`config.mk`:
```
export PLATFORM = sky130hd
export DESIGN_NAME = mem_uncache_wbuf
export DESIGN_NICKNAME = d
export VERILOG_FILES = /design/src/rtl/mem_uncache_wbuf.sv
export SDC_FILE = /design/constraint.sdc
export NUM_CORES = 1
export LEC_CHECK = 0
export ABC_CLOCK_PERIOD_IN_PS = 4400
export BUFFER_PORTS_ARGS = -buffer_cell sky130_fd_sc_hd__buf_2
export CAP_MARGIN = 10
export CORE_ASPECT_RATIO = 1.5
export CORE_MARGIN = 2
export CORE_UTILIZATION = 60
export DETAILED_ROUTE_END_ITERATION = 10
export PLACE_DENSITY = 0.85
export SLEW_MARGIN = 20
export SYNTH_ARGS = -nofsm -noshare
export SYNTH_HDL_FRONTEND = slang
export SYNTH_SLANG_ARGS = --single-unit
```
`constraint.sdc`:
```
create_clock -name clk -period 4.4 [get_ports clk]
set_input_delay 0.88 -clock clk [delete_from_list [all_inputs] [get_ports clk]]
set_output_delay 0.88 -clock clk [all_outputs]
set_load 0.05 [all_outputs]
```
`src/rtl/mem_uncache_wbuf.sv`:
```
// Posted uncached write buffer and SRAM-like bus bridge: stores retire at once unless full; loads stall,
// drain older stores in order, then take at least two bus cycles. Backpressure comes only from addr_ok/data_ok.
module mem_uncache_wbuf #(
    parameter int DEPTH  = 4,
    parameter int ADDR_W = 32,
    parameter int DATA_W = 32
) (
    input  logic                     clk,
    input  logic                     resetn,
    input  logic                     MemRead,
    input  logic                     MemWrite,
    input  logic [3:0]               calWE,
    input  logic [ADDR_W-1:0]        addr,
    input  logic [DATA_W-1:0]        wdata,
    output logic [DATA_W-1:0]        Memdata,
    output logic                     stall,
    output logic                     wbuf_empty,
    output logic [$clog2(DEPTH):0]   wbuf_count,
    output logic                     mem_req,
    output logic                     mem_wr,
    output logic [1:0]               mem_size,
    output logic [ADDR_W-1:0]        mem_addr,
    output logic [DATA_W-1:0]        mem_wdata,
    input  logic [DATA_W-1:0]        mem_rdata,
    input  logic                     mem_addr_ok,
    input  logic                     mem_data_ok
);
    localparam int PTR_W = $clog2(DEPTH);
    localparam int CNT_W = PTR_W + 1;
    localparam logic [CNT_W-1:0] FULL = CNT_W'(DEPTH);

    typedef enum logic [2:0] {IDLE, WREQ, WDATA, RREQ, RDATA} state_t;

    state_t             state_q, state_d;
    logic [PTR_W-1:0]   wr_ptr_q, wr_ptr_d;
    logic [PTR_W-1:0]   rd_ptr_q, rd_ptr_d;
    logic [CNT_W-1:0]   count_q, count_d;
    logic [DATA_W-1:0]  rdata_q, rdata_d;
    logic               done_q, done_d;

    logic [ADDR_W-1:0]  addr_mem [DEPTH];
    logic [1:0]         size_mem [DEPTH];
    logic [DATA_W-1:0]  data_mem [DEPTH];

    logic               we_ok;
    logic [1:0]         we_size;
    logic               push, pop, rd_done;

    // Only naturally shaped lane masks become bus transfers; anything else is silently dropped.
    always_comb begin
        we_ok   = 1'b1;
        we_size = 2'd0;
        case (calWE)
            4'b0001, 4'b0010, 4'b0100, 4'b1000: we_size = 2'd0;
            4'b0011, 4'b1100:                   we_size = 2'd1;
            4'b1111:                            we_size = 2'd2;
            default:                            we_ok   = 1'b0;
        endcase
    end

    assign push    = MemWrite & ~MemRead & we_ok & (count_q != FULL);
    assign pop     = (state_q == WDATA) & mem_data_ok;
    assign rd_done = (state_q == RDATA) & mem_data_ok;

    assign wr_ptr_d = push ? wr_ptr_q + PTR_W'(1) : wr_ptr_q;
    assign rd_ptr_d = pop  ? rd_ptr_q + PTR_W'(1) : rd_ptr_q;
    assign count_d  = count_q + CNT_W'(push) - CNT_W'(pop);
    assign rdata_d  = rd_done ? mem_rdata : rdata_q;
    assign done_d   = rd_done;

    assign stall      = (MemRead & ~rd_done) | (MemWrite & ~MemRead & we_ok & (count_q == FULL));
    assign Memdata    = rd_done ? mem_rdata : rdata_q;
    assign wbuf_empty = (count_q == '0);
    assign wbuf_count = count_q;

    always_ff @(posedge clk) begin
        if (push) begin
            addr_mem[wr_ptr_q] <= addr;
            size_mem[wr_ptr_q] <= we_size;
            data_mem[wr_ptr_q] <= wdata;
        end
    end

    always_ff @(posedge clk or negedge resetn) begin
        if (!resetn) begin
            state_q  <= IDLE;
            wr_ptr_q <= '0;
            rd_ptr_q <= '0;
            count_q  <= '0;
            rdata_q  <= '0;
            done_q   <= 1'b0;
        end else begin
            state_q  <= state_d;
            wr_ptr_q <= wr_ptr_d;
            rd_ptr_q <= rd_ptr_d;
            count_q  <= count_d;
            rdata_q  <= rdata_d;
            done_q   <= done_d;
        end
    end

    // done_q blocks a second read while the pipeline is still presenting the completed load.
    always_comb begin
        state_d = state_q;
        case (state_q)
            IDLE: begin
                if (count_q != '0)
                    state_d = WREQ;
                else if (MemRead && !done_q)
                    state_d = RREQ;
            end
            WREQ:    if (mem_addr_ok) state_d = WDATA;
            WDATA:   if (mem_data_ok) state_d = IDLE;
            RREQ:    if (mem_addr_ok) state_d = RDATA;
            RDATA:   if (mem_data_ok) state_d = IDLE;
            default: state_d = IDLE;
        endcase
    end

    always_comb begin
        mem_req   = 1'b0;
        mem_wr    = 1'b0;
        mem_size  = 2'd0;
        mem_addr  = '0;
        mem_wdata = '0;
        case (state_q)
            WREQ: begin
                mem_req   = 1'b1;
                mem_wr    = 1'b1;
                mem_size  = size_mem[rd_ptr_q];
                mem_addr  = addr_mem[rd_ptr_q];
                mem_wdata = data_mem[rd_ptr_q];
            end
            RREQ: begin
                mem_req  = 1'b1;
                mem_size = 2'd2;
                mem_addr = {addr[ADDR_W-1:2], 2'b00};
            end
            default: ;
        endcase
    end

    a_no_rw_both: assert property (@(posedge clk) disable iff (!resetn) !(MemRead && MemWrite));

endmodule

```
==> flow_metrics.py, run 1 <==
metrics = {
    "global_route": {
        "antenna_found_initial": 2,
        "grt_usage_pct": 22.4,
        "grt_pass1_wl_um": 35900,
        "first_global_vias": 6692,
        "overflow": 0,
        "grt_max_degree": 67,
    },
    "clock_tree": {
        "post_cts_resized": 0,
        "cts_root_buf": "clkbuf_16",
        "cts_inserted_buffers": 26,
        "htreeDepth": 1,
        "cts_setup_buffers": 0,
        "clock_latency_ns": 0.53,
        "ctsHoldBuffers": 0,
        "cts.sinks": 307,
        "cts_tree": "yes",
        "clk_pin_slew_ns": 0.07,
        "cts_buffer_depth": 3,
    },
    "drt": {
        "viasPerCell": 5.89,
        "wl_met1_um": 8560,
        "antenna_left": 0,
        "dr.first_iter.drc_count": 511,
        "wl_per_cell_um": 22.1,
        "drt-total-wl_um": 23300,
        "wl_met3_um": 1580,
        "dr.pass1.iters": 4,
        "drc_errors": 0,
        "top_layer_used": "met4",
        "num_vias": 6187,
        "wl_met2_um": 12600,
    },
    "placed_design": {
        "hpwl_um": 14300,
        "dp.cells": 1002,
        "gp_congestion": 0.799,
        "pre_cts_slack_ns": 1.10,
        "port_buffers": 210,
        "place_area_um2": 13200,
    },
    "floorplanning": {
        "die_h_um": 177,
        "coreArea_um2": 19600,
        "die-area_um2": 21100,
        "start_util_pct": 60.9,
        "die_w_um": 119,
        "rows": 63,
        "pin_count": 211,
    },
    "power": {
        "p_leak_nw": 5.30,
        "total_power_mw": 10.0,
        "p_per_area_nw_per_um2": 711,
        "peakVddDrop_mv": 0.471,
    },
    "synthesis": {
        "yosys_most_used_dff": "edfxtp_1",
        "synth_edf_count": 264,
        "ys_warn_count": 0,
        "synth_seq_area_share_pct": 75.3,
        "netlist_area_um2": 12000,
        "synth_top_area_share_pct": 66.3,
        "synth.lib_cells_used.distinct": 35,
        "synthTopCellsByCount": "264 x edfxtp_1, 66 x mux4_2, 43 x dfrtp_1",
        "async_reset_ff_share_pct": 14.0,
        "synthTopCellsByArea": "edfxtp_1 66%, mux4_2 12%, dfrtp_1 9.0%",
        "yosysTopAreaCell": "edfxtp_1",
        "syn_inst": 557,
        "syn-mean-instance-area_um2": 21.5,
        "yosys_register_bits": 307,
        "synth_nets": 670,
        "yosysMostFrequentCell": "edfxtp_1",
    },
    "outcome": {
        "outcome": "finished, final reports clean",
    },
    "setup_path": {
        "crit_fanout": 43,
        "critPathRequiredTime_ns": 3.52,
        "crit_path_start_kind": "register",
        "critPathCaptureType": "output pin",
        "arrival_ns": 2.79,
        "worst-setup-path-type": "register to output pin",
    },
    "sta": {
        "slew_headroom_pct": 29.3,
        "holdWs_ns": 0.485,
        "fin_crit_sh_pct": 83.3,
        "slew_violations": 0,
        "fin_crit_ns": 3.67,
        "max_clock_freq_mhz": 273,
        "fin_ws_ns": 0.734,
        "finalSetupTns_ns": 0,
        "hold_violations": 0,
        "fin_worst_skew_ns": 0.0149,
        "setup_violations": 0,
        "worst_pin_slew_ns": 1.06,
        "rsz0062_at_grt": "no",
    },
    "final_layout": {
        "nets": 883,
        "syn_to_final_growth_pct": 18.1,
        "fin_util_pct": 71.9,
        "finalNonFillerCells": 1051,
        "finalInstanceArea_um2": 14100,
        "drive_gt1_share_pct": 46.6,
    },
    "hold_path": {
        "min_path_type": "input pin to asynchronous set/reset pin",
    },
    "run": {
        "cap_violations": 0,
    },
}
## worst paths after layout
kind,startpoint,endpoint,slack (ns),cells past startpoint
worst max-delay path,state_q[2]$_DFFE_PN0P_,mem_addr[0],0.73,5
worst min-delay path,resetn,state_q[1]$_DFFE_PN0P_,0.49,1
worst max register to register,state_q[0]$_DFFE_PN0P_,wbuf_count[2]$_DFF_PN0_,1.89,7
worst min register to register,rdata_q[30]$_DFF_PN0_,rdata_q[30]$_DFF_PN0_,0.50,1
max in group asynchronous,resetn,rd_ptr_q[0]$_DFFE_PN0P_,3.24,1
min in group clk,rdata_q[30]$_DFF_PN0_,rdata_q[30]$_DFF_PN0_,0.50,1
## report_power, final
part | switching, mW | internal, mW | total (mW)
logic | 2.70 | 1.30 | 4.00
registers | 0.206 | 3.48 | 3.69
clock network | 0.996 | 1.35 | 2.35
total | 3.90 | 6.13 | 10.0
## cell usage in the layout, fill, tap and decap left out, drive strengths merged
master	n
ha	6
inv	9
a21oi	3
clkinvlp	2
a32o	2
o21a	1
clkinv	14
nand2	1
a31o	1
and4	1
nor2	6
mux4	66
a221oi	2
fa	1
mux2i	1
diode	2
a22o	30
xnor2	5
buf	216
mux2	33
and2b	2
xor2	1
nor4b	1
bufinv	4
nand2b	2
dfrtp	43
nor3	1
edfxtp	264
clkbuf	27
and2	40
and3	2
a211oi	2
## sequential cells by signal, summed over array words and instances, names as in the netlist
| signal | flops |
|---|---|
| wbuf_count | 3 |
| done_q | 1 |
| size_mem | 8 |
| rd_ptr_q | 2 |
| data_mem | 128 |
| wr_ptr_q | 2 |
| addr_mem | 128 |
| state_q | 3 |
| rdata_q | 32 |
## final cells by class
| cell class | instances | area [µm²] |
|---|---|---|
| diodes | 2 | 5.00 |
| clock buffers | 27 | 676 |
| clock inverters | 20 | 211 |
| fillers | 1179 | 5510 |
| inverters | 9 | 33.8 |
| multi-input cells | 210 | 2740 |
| flip-flops and latches | 307 | 9010 |
| well taps | 260 | 325 |
| repair buffers | 216 | 1120 |
## kinds of logic after synthesis
family	after synthesis	synth area share, %
buffers and inverters	40	1.91
and+or+nand+nor	56	2.86
AOI/OAI and AO/OA	41	3.04
DFF	307	75.3
adders and majority gates	7	0.795
muxes	100	15.7
xor gates and xnor gates	6	0.439
## worst max-delay path: stages (launching register included)
cell,delay [ns]
dfrtp_1,0.44
and2b_1,0.27
and2b_2,0.48
buf_4,0.50
and2_1,0.24
buf_2,0.28
## routing by layer
| layer | track usage (%) | vias to the layer above |
|---|---|---|
| met2 | 40.4 | 259 |
| li1 | - | 2687 |
| met5 | 0 | - |
| met4 | 6.89 | 0 |
| met3 | 3.58 | 41 |
| met1 | 27.9 | 3200 |
Note: power is estimated with default switching activity, not from simulation.
==> run 2, diff against run 1 <==
ABC_CLOCK_PERIOD_IN_PS = 3700   (was 4400)
CORE_UTILIZATION = 56   (was 60)
PLACE_DENSITY = 0.8   (was 0.85)
clock period = 3.7 ns   (was 4.4 ns; I/O delays follow)
==> run 2 against run 1 <==
Worst hold slack worse by 0.13 ns. Global-route usage is 0.17 points lower. Sequential share of layout area is 0.71 points lower. Routed wire length is 4.6% higher. Sequential power is 20% higher. Critical path type unchanged.
==> flow_metrics.py, run 2 (synthesis gave the netlist of run 1 again) <==
metrics = {
    "outcome": {
        "outcome": "finished, final reports clean",
    },
    "final_layout": {
        "n_fill_cell": 1357,
        "syn_to_final_growth_pct": 19.4,
        "final_cell_mix": "264 x edfxtp_1, 210 x buf_2, 66 x mux4_2",
        "drive_gt1_share_pct": 47.4,
        "fin_util_pct": 68.1,
        "finalInstanceArea_um2": 14300,
        "nets": 894,
        "top_regs": "addr_mem (128), data_mem (128), rdata_q (32)",
        "seqCellArea_um2": 9010,
        "multi_input_area_um2": 2740,
        "final_common_cell": "edfxtp_1",
    },
    "placed_design": {
        "pre_cts_slack_ns": 0.532,
        "hpwl_um": 15700,
        "gp_congestion": 0.752,
        "port_buffers": 210,
        "place_area_um2": 13400,
    },
    "setup_path": {
        "crit_fanout": 20,
        "worst-setup-path-type": "register to output pin",
        "arrival_ns": 2.59,
        "crit_path_start_kind": "register",
        "r2r_end": "wbuf_count[2]$_DFF_PN0_",
        "regToRegStartpoint": "state_q[1]$_DFFE_PN0P_",
        "r2r_cells": 7,
        "critPathCaptureType": "output pin",
        "startpoint": "state_q[2]$_DFFE_PN0P_",
        "r2r_slack_ns": 1.24,
        "critPathRequiredTime_ns": 2.96,
    },
    "power": {
        "combPwrFrac_pct": 39.9,
        "seqPwrFrac_pct": 37.1,
        "power.internal_mw": 7.28,
        "p_per_area_nw_per_um2": 838,
        "power.switching_mw": 4.69,
        "p_leak_nw": 5.38,
        "peakVddDrop_mv": 0.730,
        "clockPowerShare_pct": 23.1,
        "p_sw_share_pct": 39.2,
    },
    "floorplanning": {
        "die-area_um2": 22600,
        "die_w_um": 123,
        "die_h_um": 183,
        "coreArea_um2": 21000,
        "rows": 65,
        "start_util_pct": 57.0,
        "pin_count": 211,
    },
    "sta": {
        "setup_violations": 0,
        "worst_pin_slew_ns": 0.941,
        "fin_crit_ns": 3.33,
        "fin_crit_sh_pct": 89.9,
        "slew_violations": 0,
        "finalSetupTns_ns": 0,
        "fin_ws_ns": 0.373,
        "holdWs_ns": 0.352,
        "max_clock_freq_mhz": 301,
        "rsz0062_at_grt": "no",
        "fin_worst_skew_ns": 0.0171,
        "slew_headroom_pct": 37.2,
        "hold_violations": 0,
    },
    "hold_path": {
        "min_path_type": "input pin to asynchronous set/reset pin",
    },
    "clock_tree": {
        "post_cts_resized": 0,
        "cts_buffer_depth": 3,
        "clock_latency_ns": 0.54,
        "cts.sinks": 307,
        "cts_inserted_buffers": 27,
        "cts_tree": "yes",
        "htreeDepth": 1,
        "clk_pin_slew_ns": 0.07,
        "cts_setup_buffers": 0,
        "cts_root_buf": "clkbuf_16",
        "ctsHoldBuffers": 0,
    },
    "global_route": {
        "first_global_vias": 6694,
        "overflow": 0,
        "grt_max_degree": 44,
        "grt_usage_pct": 22.2,
        "grt_pass1_wl_um": 37400,
        "antenna_found_initial": 4,
    },
    "drt": {
        "drt-total-wl_um": 24300,
        "dr.first_iter.drc_count": 413,
        "wl_per_cell_um": 22.7,
        "num_vias": 6219,
        "dr.pass1.iters": 4,
        "viasPerCell": 5.79,
        "antenna_left": 0,
        "drc_errors": 0,
    },
    "run": {
        "cap_violations": 0,
    },
}
run 2: cell count changes in the layout (fill, tap and decap cells not counted), moves of 2 or more:
cell,before,now
clkinv_4,3,0
clkbuf_8,0,4
clkinv_1,4,0
clkbuf_1,0,5
diode_2,2,4
buf_4,4,9
clkbuf_16,27,30
buf_12,2,7
bufinv_16,4,0
run 2: final cells by class:
| cell class | count | area share, % |
|---|---|---|
| sequential | 307 | 63.1 |
| clock buffer | 39 | 5.77 |
| inverter | 9 | 0.237 |
| timing repair buffer | 226 | 8.81 |
| tap | 268 | 2.35 |
| multi-input combinational | 210 | 19.2 |
| antenna | 4 | 0.0701 |
| clock inverter | 11 | 0.499 |
run 2: how the worst max path moves through the flow:
stage                     slack (ns)  depth (start not counted)                  endpoint
after floorplan                 0.19                          4  addr_mem[2][0]$_DFFE_PP_
after global placement          0.64                         11   wbuf_count[2]$_DFF_PN0_
after detailed placement        0.53                         11   wbuf_count[2]$_DFF_PN0_
after CTS                       0.34                          5              mem_addr[14]
after global routing            0.30                          5              mem_addr[18]
final                           0.37                          5              mem_addr[14]
run 2: per-layer routing:
layer  global-route usage, %  part of all wire [%]  vias to the layer above
li1                        -                     -                     2711
met1                    26.7                    36                     3203
met2                    39.8                    55                      261
met3                    4.17                   6.7                       44
met4                    7.41                   2.6                        0
met5                       0                     0                        -
run 2: power by group through the flow:
stage	sequential, mW	combinational (mW)	clock, mW
detailed placement	4.51	4.81	0
CTS	4.44	4.83	2.81
finish	4.44	4.77	2.76
global placement	4.47	4.74	0
global route	4.48	5.02	2.94
floorplan	4.36	3.87	0
run 2: critical path, stage by stage (launching register included):
cell and delay (ns):
dfrtp_1 0.45, and2b_1 0.31, and2_1 0.57, buf_12 0.25
a22o_1 0.20, buf_2 0.28
run 2: metrics by stage:
| stage | power (mW) | std cells |
|---|---|---|
| after detailed placement | 9.32 | 1020 |
| after global routing | 12.4 | 1073 |
| after CTS | 12.1 | 1070 |
| final | 12.0 | 1074 |
| after global placement | 9.21 | 1020 |
| after floorplan | 8.23 | 557 |
==> run 3, diff against run 2 <==
--- a/config.mk
+++ b/config.mk
@@ -6,12 +6,12 @@
 export NUM_CORES = 1
 export LEC_CHECK = 0
-export ABC_CLOCK_PERIOD_IN_PS = 3700
+export ABC_CLOCK_PERIOD_IN_PS = 3850
 export BUFFER_PORTS_ARGS = -buffer_cell sky130_fd_sc_hd__buf_2
 export CAP_MARGIN = 10
 export CORE_ASPECT_RATIO = 1.5
 export CORE_MARGIN = 2
-export CORE_UTILIZATION = 56
+export CORE_UTILIZATION = 60
 export DETAILED_ROUTE_END_ITERATION = 10
-export PLACE_DENSITY = 0.8
+export PLACE_DENSITY = 0.95
 export SLEW_MARGIN = 20
 export SYNTH_ARGS = -nofsm -noshare
==> constraint.sdc (replaced) <==
create_clock -name clk -period 3.85 [get_ports clk]
set_input_delay 0.1925 -clock clk [delete_from_list [all_inputs] [get_ports clk]]
set_output_delay 0.1925 -clock clk [all_outputs]
set_load 0.05 [all_outputs]
==> run 3 against run 2 <==
Worst hold slack got worse by 0.28 ns. Non-clock buffer count up 89. Via count is 6.7% higher. Sequential cell count unchanged. Sequential share of layout area decreased by 3.2 points. Core utilization increased by 8.6 points.
==> flow_metrics.py, run 3 (synthesis gave the netlist of run 1 again) <==
metrics = {
    "floorplanning": {
        "pin_count": 211,
        "coreArea_um2": 19600,
        "die_w_um": 119,
        "start_util_pct": 60.9,
        "die-area_um2": 21100,
        "die_h_um": 177,
        "rows": 63,
    },
    "placed_design": {
        "hpwl_um": 13900,
        "pre_cts_slack_ns": 1.23,
        "dp.cells": 1003,
        "gp_congestion": 0.760,
        "place_area_um2": 13200,
        "port_buffers": 210,
    },
    "power": {
        "total_power_mw": 11.5,
        "p_per_area_nw_per_um2": 766,
        "p_leak_nw": 5.68,
        "peakVddDrop_mv": 0.648,
    },
    "setup_path": {
        "critPathRequiredTime_ns": 3.66,
        "arrival_ns": 2.84,
        "slowest_delay_ns": 0.84,
        "crit_fanout": 50,
        "crit_path_top_delay_cell": "and2b_2",
        "worst-setup-path-type": "register to output pin",
        "critPathCaptureType": "output pin",
        "crit_buf_inv": 2,
        "r2r_slack_ns": 1.41,
        "path_cells": "and2b_1 -> and2b_2 -> buf_4 -> a22o_1 -> buf_2",
        "r2r_end": "wbuf_count[2]$_DFF_PN0_",
        "crit_path_start_kind": "register",
        "cp_top_family": "simple AND/OR/NAND/NOR gates",
        "r2r_cells": 7,
        "regToRegStartpoint": "state_q[0]$_DFFE_PN0P_",
    },
    "sta": {
        "rsz0062_at_grt": "no",
        "setup_violations": 0,
        "fin_worst_skew_ns": 0.00816,
        "finalSetupTns_ns": 0,
        "max_clock_freq_mhz": 329,
        "slew_headroom_pct": 32.6,
        "hold_violations": 0,
        "worst_pin_slew_ns": 1.01,
        "fin_crit_sh_pct": 78.9,
        "fin_crit_ns": 3.04,
        "fin_ws_ns": 0.813,
        "slew_violations": 0,
    },
    "final_layout": {
        "final_common_cell": "edfxtp_1",
        "drive_gt1_share_pct": 40.8,
        "syn_to_final_growth_pct": 25.8,
        "n_fill_cell": 1014,
        "nets": 983,
        "antennaDiodeCount": 0,
        "finalNonFillerCells": 1148,
        "final_cell_mix": "264 x edfxtp_1, 209 x buf_2, 98 x dlygate4sd3_1",
        "finalInstanceArea_um2": 15000,
        "top_regs": "addr_mem (128), data_mem (128), rdata_q (32)",
    },
    "clock_tree": {
        "post_cts_resized": 0,
        "cts_buffer_depth": 3,
        "ctsHoldBuffers": 98,
        "cts_setup_buffers": 0,
        "cts_inserted_buffers": 27,
        "clk_pin_slew_ns": 0.06,
        "cts.sinks": 307,
        "clock_latency_ns": 0.52,
        "cts_tree": "yes",
        "htreeDepth": 1,
        "cts_root_buf": "clkbuf_16",
    },
    "global_route": {
        "overflow": 0,
        "grt_usage_pct": 25.3,
        "first_global_vias": 7229,
        "antenna_found_initial": 0,
        "grt_pass1_wl_um": 40300,
        "grt_max_degree": 68,
    },
    "hold_path": {
        "min_from": "mem_data_ok",
        "min_path_type": "input pin to register",
        "hold_depth": 3,
        "hold_end": "state_q[2]$_DFFE_PN0P_",
    },
    "drt": {
        "num_vias": 6637,
        "dr.pass1.iters": 6,
        "dr.first_iter.drc_count": 570,
        "drt-total-wl_um": 26500,
        "viasPerCell": 5.78,
        "wl_per_cell_um": 23.1,
        "antenna_left": 0,
        "drc_errors": 0,
    },
    "run": {
        "cap_violations": 0,
    },
    "outcome": {
        "outcome": "finished, final reports clean",
    },
}
## run 3: cell types whose count changed in the layout (fill, tap and decap cells not counted), sizes merged
cell         previous run  this run
bufinv                  0         3
buf                   226       217
diode                   4         0
clkinvlp                2         3
inv                    12         9
dlygate4sd3             0        98
clkbuf                 39        35
## run 3: metal layers
| layer | vias to the layer above | track usage (%) | part of all wire (%) |
|---|---|---|---|
| li1 | 2892 | - | - |
| met1 | 3335 | 31.5 | 36 |
| met2 | 372 | 46.5 | 55 |
| met3 | 38 | 4.12 | 7.8 |
| met4 | 0 | 6.30 | 1.8 |
| met5 | - | 0 | 0 |
## run 3: how the worst max path moves through the flow
stage / start / end / slack [ns] / cells past startpoint
after detailed placement: calWE[3] / wbuf_count[2]$_DFF_PN0_ / 1.23 / 11
after global routing: state_q[2]$_DFFE_PN0P_ / mem_addr[21] / 0.63 / 5
final: state_q[2]$_DFFE_PN0P_ / mem_addr[21] / 0.81 / 5
after floorplan: wbuf_count[0]$_DFF_PN0_ / addr_mem[0][0]$_DFFE_PP_ / 0.63 / 3
after global placement: calWE[3] / wbuf_count[2]$_DFF_PN0_ / 1.33 / 11
after CTS: state_q[2]$_DFFE_PN0P_ / mem_addr[19] / 0.86 / 5
## run 3: cell type report
class | instances | area [µm²] | share of cell area, %
sequential | 307 | 9010 | 59.9
inverter | 9 | 33.8 | 0.225
clock buffer | 35 | 706 | 4.69
clock inverter | 12 | 143 | 0.948
multi-input combinational | 210 | 2740 | 18.2
tap | 260 | 325 | 2.16
timing repair buffer | 315 | 2090 | 13.9
## run 3: through the flow
step | utilization [%] | hold WS [ns]
final | 76.6 | 0.0751
after detailed placement | 67.3 | 0.381
after global routing | 76.6 | 0.0795
after CTS | 76.6 | 0.0505
after global placement | 67.3 | 0.381
after floorplan | - | -0.103
## run 3: power by group
part | leakage (nW) | switching, mW | internal [mW]
logic | 2.35 | 3.01 | 1.54
clock network | 0.402 | 1.12 | 1.49
registers | 2.93 | 0.377 | 3.98
total | 5.68 | 4.51 | 7.01
## run 3: worst min-delay path: stages
cell and delay, ns:
buf_2 0.10, inv_1 0.09, a32o_1 0.17
